==> src/rtl/data_mem_lsu.sv <==
// data_mem_lsu: load/store unit between the core and a word-organised data RAM.
// Byte/halfword/word RV32I accesses become word RAM accesses; sub-word stores
// use read-modify-write, loads are sign- or zero-extended. REQ/BUSY/DONE toward
// the core, all outputs decoded from registered state and request fields.
module data_mem_lsu #(
  parameter int RAM_AW  = 10,
  parameter bit SW_FAST = 1'b1
) (
  input  logic              CLK,
  input  logic              RESET_N,
  input  logic              REQ,
  input  logic              WE,
  input  logic [2:0]        FUNCT3,
  input  logic [31:0]       ADDR,
  input  logic [31:0]       WDATA,
  output logic              BUSY,
  output logic              DONE,
  output logic [31:0]       RDATA,
  output logic              FAULT,
  output logic              RAM_READ,
  output logic              RAM_WRITE,
  output logic [RAM_AW-1:0] RAM_ADDRESS,
  output logic [31:0]       RAM_DATA_IN,
  input  logic [31:0]       RAM_DATA_OUT
);

  typedef enum logic [1:0] {IDLE, RD, WR, RESP} state_t;

  state_t      state;
  logic        req_we_p0;
  logic [2:0]  req_f3_p0;
  logic [1:0]  req_lane_p0;
  logic [31:0] req_wdata_p0;

  // Address bits above the RAM window are deliberately ignored.
  logic unused_addr_hi;
  assign unused_addr_hi = ^ADDR[31:RAM_AW+2];

  // Illegal width code for the direction, or misaligned halfword/word.
  function automatic logic illegal_req(input logic we, input logic [2:0] f3,
                                       input logic [1:0] lane);
    logic bad;
    bad = 1'b1;
    case (f3)
      3'b000:  bad = 1'b0;
      3'b001:  bad = lane[0];
      3'b010:  bad = |lane;
      3'b100:  bad = we;
      3'b101:  bad = we | lane[0];
      default: bad = 1'b1;
    endcase
    return bad;
  endfunction

  // Select the addressed byte/half of a RAM word and extend it to 32 bits.
  function automatic logic [31:0] load_ext(input logic [2:0] f3, input logic [1:0] lane,
                                           input logic [31:0] w);
    logic signed [7:0]  b;
    logic signed [15:0] h;
    logic signed [31:0] s;
    logic [31:0]        r;
    b = w[{lane, 3'b000} +: 8];
    h = lane[1] ? w[31:16] : w[15:0];
    s = '0;
    r = w;
    case (f3)
      3'b000:  begin s = b; r = s; end
      3'b001:  begin s = h; r = s; end
      3'b100:  r = {24'h0, b};
      3'b101:  r = {16'h0, h};
      default: r = w;
    endcase
    return r;
  endfunction

  // Merge right-aligned store data into the old word (little-endian lanes).
  function automatic logic [31:0] store_merge(input logic [2:0] f3, input logic [1:0] lane,
                                              input logic [31:0] old, input logic [31:0] wd);
    logic [31:0] m;
    m = old;
    case (f3)
      3'b000:  m[{lane, 3'b000} +: 8] = wd[7:0];
      3'b001:  if (lane[1]) m[31:16] = wd[15:0];
               else         m[15:0]  = wd[15:0];
      default: m = wd;
    endcase
    return m;
  endfunction

  // Control strobes decode straight from the registered state.
  assign BUSY      = (state != IDLE);
  assign DONE      = (state == RESP);
  assign RAM_READ  = (state == RD);
  assign RAM_WRITE = (state == WR);

  // Access FSM: accept/latch, legality, RAM read, merge/write, response.
  always_ff @(posedge CLK or negedge RESET_N) begin
    if (!RESET_N) begin
      state        <= IDLE;
      req_we_p0    <= 1'b0;
      req_f3_p0    <= '0;
      req_lane_p0  <= '0;
      req_wdata_p0 <= '0;
      FAULT        <= 1'b0;
      RDATA        <= '0;
      RAM_ADDRESS  <= '0;
      RAM_DATA_IN  <= '0;
    end else begin
      case (state)
        IDLE: begin
          if (REQ) begin
            req_we_p0    <= WE;
            req_f3_p0    <= FUNCT3;
            req_lane_p0  <= ADDR[1:0];
            req_wdata_p0 <= WDATA;
            FAULT        <= illegal_req(WE, FUNCT3, ADDR[1:0]);
            if (illegal_req(WE, FUNCT3, ADDR[1:0])) begin
              state <= RESP;
            end else begin
              RAM_ADDRESS <= ADDR[RAM_AW+1:2];
              if (SW_FAST && WE && (FUNCT3 == 3'b010)) begin
                RAM_DATA_IN <= WDATA;
                state       <= WR;
              end else begin
                state <= RD;
              end
            end
          end
        end
        RD: begin
          if (req_we_p0) begin
            RAM_DATA_IN <= store_merge(req_f3_p0, req_lane_p0, RAM_DATA_OUT, req_wdata_p0);
            state       <= WR;
          end else begin
            RDATA <= load_ext(req_f3_p0, req_lane_p0, RAM_DATA_OUT);
            state <= RESP;
          end
        end
        WR:      state <= RESP;
        default: state <= IDLE;
      endcase
    end
  end

endmodule

==> config.mk <==
export PLATFORM = sky130hd
export DESIGN_NAME = data_mem_lsu
export DESIGN_NICKNAME = d
export VERILOG_FILES = /design/src/rtl/data_mem_lsu.sv
export SDC_FILE = /design/constraint.sdc
export NUM_CORES = 1
export LEC_CHECK = 0
export CAP_MARGIN = 20
export CORE_MARGIN = 5
export CORE_UTILIZATION = 54
export CTS_BUF_LIST = sky130_fd_sc_hd__clkbuf_8
export CTS_CLUSTER_DIAMETER = 60
export DETAILED_ROUTE_END_ITERATION = 12
export GPL_ROUTABILITY_DRIVEN = 0
export GPL_TIMING_DRIVEN = 1
export PLACE_DENSITY = 0.92
export SYNTH_ARGS = -nofsm -noshare
export SYNTH_HDL_FRONTEND = slang
export SYNTH_SLANG_ARGS = --single-unit
==> constraint.sdc <==
create_clock -name CLK -period 7.7 [get_ports CLK]
set_input_delay 1.925 -clock CLK [delete_from_list [all_inputs] [get_ports CLK]]
set_output_delay 1.925 -clock CLK [all_outputs]
set_load 0.1 [all_outputs]
==> flow_summary_export.csv <==
group,metric,value,unit
cts,clock_tree.buffer_depth,2,
yosys,syn-cell-area,0.00659,mm^2
yosys,yosysWarnings,0,
timing,slew_violations,0,
final_layout,final_common_cell,"clkdlybuf4s50_1",
detailed_routing,drtPass1Iterations,6,
timing,worstMarginPinSlew,1.12,ns
cts,path_clk_slew,0.07,ns
yosys,syn_inst,632,
flow_run,maxCapViolCount,0,
placement,post-dp-hpwl,14.8,mm
critical_path,start_kind,"flip-flop",
timing,finClkSkew,0.0122,ns
yosys,synth_top_area_share,43.7,%
global_routing,antenna_found_initial,0,
final_layout,drive_above_1_share,16.7,%
detailed_routing,drc,0,
detailed_routing,finalWirelength,20.5,mm
timing,post-route-period-util,58.2,%
floorplan,die_w,120,um
global_routing,grt_pass1_vias,6172,
final_layout,antenna-diode-count,0,
yosys,synth_top_cell_by_area,"dfrtp_1",
critical_path,crit_slowest_cell,"clkdlybuf4s50_1",
critical_path,arrival,2.56,ns
timing,finalSetupTns,0,ns
critical_path,critPathRequiredTime,5.78,ns
critical_path,criticalPathCategory,"flip-flop to output port",
detailed_routing,ant_nets,0,
timing,hold_violations,0,
critical_path,crit_fanout,5,
global_routing,track_usage,28.3,%
yosys,ys_ff_latch,115,
yosys,ys_types,46,
timing,period_minus_slack,4.48,ns
min_path,hold_class,"flip-flop to flip-flop",
critical_path,end_kind,"output port",
yosys,syn_area_per_cell,10.4,um^2
detailed_routing,wl_per_cell,22.2,um
yosys,synthArstFlopShare,100,%
yosys,synthFlopType,"dfrtp_1",
timing,max_freq,223,MHz
placement,place_inst,890,
floorplan,initial_core_util,55.1,%
cts,cts_buffers,17,
final_layout,finalNetCount,876,
placement,port_buffers,161,
final_layout,fin_cells,924,
critical_path,critical_path.cell_chain,"inv_1 > ha_1 > inv_1 > clkdlybuf4s50_1",
cts,cts_tree,"done",
final_layout,syn_to_final_growth,30.7,%
run_status,status,"finished, final reports clean",
floorplan,num_io_pins,182,
cts,hold_buffers,0,
global_routing,grt-ovfl-total,0,
final_layout,final_cell_mix,"clkdlybuf4s50_1 (160), dfrtp_1 (114), mux2_2 (70)",
cts,root_buffer,"clkbuf_8",
global_routing,grt_max_degree,76,
cts,post_cts_resized,0,
detailed_routing,drt_iter0_drc,934,
detailed_routing,avgViaCountPerCell,6.69,
floorplan,rows,40,
detailed_routing,vias,6178,
floorplan,die_y,120,um
cts,clock_latency,0.46,ns
timing,rsz0062_at_grt,"false",
yosys,synth_edf_count,0,
timing,slew_headroom,24.0,%
cts,htreeDepth,4,
cts,clock_sinks,115,
floorplan,fp.dieArea,0.0145,mm^2
critical_path,critPathMaxStageDelay,1.17,ns
cts,postCtsSetupRepairBufs,0,
global_routing,grt_first_pass_wirelength,32.3,mm
critical_path,critPathMostFrequentCell,"inv_1",
yosys,syn_nets,744,
timing,timing.hold.ws,0.493,ns
yosys,synth-seq-area-share,43.7,%
floorplan,placeableCoreArea,0.0120,mm^2
yosys,synth_area_leaders,"dfrtp_1 (44%), mux2_2 (12%), a221o_1 (5.2%), a221oi_1 (2.9%), nand3_1 (2.4%)",
timing,finalSetupViolCount,0,
## cell type report
type,instances,area (um^2)
tap,147,184
timing repair buffer,169,1670
clock inverter,13,159
multi-input combinational,439,3370
fill,831,3350
clock buffer,19,262
inverter,22,82.6
sequential,115,2880
## logic make-up after synthesis
| kind of cell | share of synthesized area (%) |
|---|---|
| AO/OA/AOI/OAI | 19.8 |
| adder cells (fa/ha/maj) | 1.71 |
| buffers and inverters | 5.15 |
| flip-flops | 43.7 |
| multiplexers | 14.1 |
| AND/OR/NAND/NOR | 15.5 |
## worst max-delay path: cells and delay by family, from the launching register on
family,cells,cell delay (ns)
DFF,1,0.42
buffers and inverters,3,1.42
adders and majority gates,1,0.26
## flip-flops by register name, indices dropped and copies added (netlist names)
signal        cells
FAULT             1
RDATA            32
state             2
RAM_ADDRESS      10
req_lane_p0       2
RAM_DATA_IN      32
req_wdata_p0     32
req_f3_p0         3
req_we_p0         1
## stage by stage
stage,utilization [%],instance area (um^2),setup slack (ns)
final,72.0,8610,3.22
after global routing,72.0,8610,3.13
after CTS,71.8,8590,3.23
after detailed placement,68.3,8170,3.46
after global placement,68.3,8170,3.60
after floorplan,-,6590,4.42
## path summary, 6_finish.rpt
check                               start               to  slack, ns  cells after the start
max                              state[0]             BUSY       3.22                      4
min                              RDATA[2]         RDATA[2]       0.49                      2
max reg2reg                req_lane_p0[0]  RAM_DATA_IN[26]       4.66                      6
min reg2reg                      RDATA[2]         RDATA[2]       0.49                      2
max in group asynchronous         RESET_N  RAM_DATA_IN[25]       4.94                      2
min in group asynchronous         RESET_N   RAM_DATA_IN[7]       1.50                      1
## synthesized netlist by cell type (all sizes together) (2+ instances only)
library cell and instances:
ha 9, inv 22, a211oi 4, a22o 9, o22ai 16, a21oi 8
or2 3, a22oi 15, clkbuf 29, mux2 70, o21a 2, o21ai 32
a31o 7, dfrtp 115, nand3 32, buf 27, nor2 19, nand2 40
nor2b 18, nand2b 12, nor4bb 9, and2 16, a221oi 22, and3b 9
o211ai 7, a311oi 9, a221o 34, mux2i 12, nor4 15
## routing by layer
layer  share of wire [%]  wire [um]  track usage [%]
met1                  38       7690             35.6
met2                  47       9580             45.5
met3                  12       2430             8.37
met4                 3.9        799             12.3
met5                   0          0                0
Power is not shown: default switching activity piles up to over one toggle a cycle in this logic, so the estimate is an artifact.
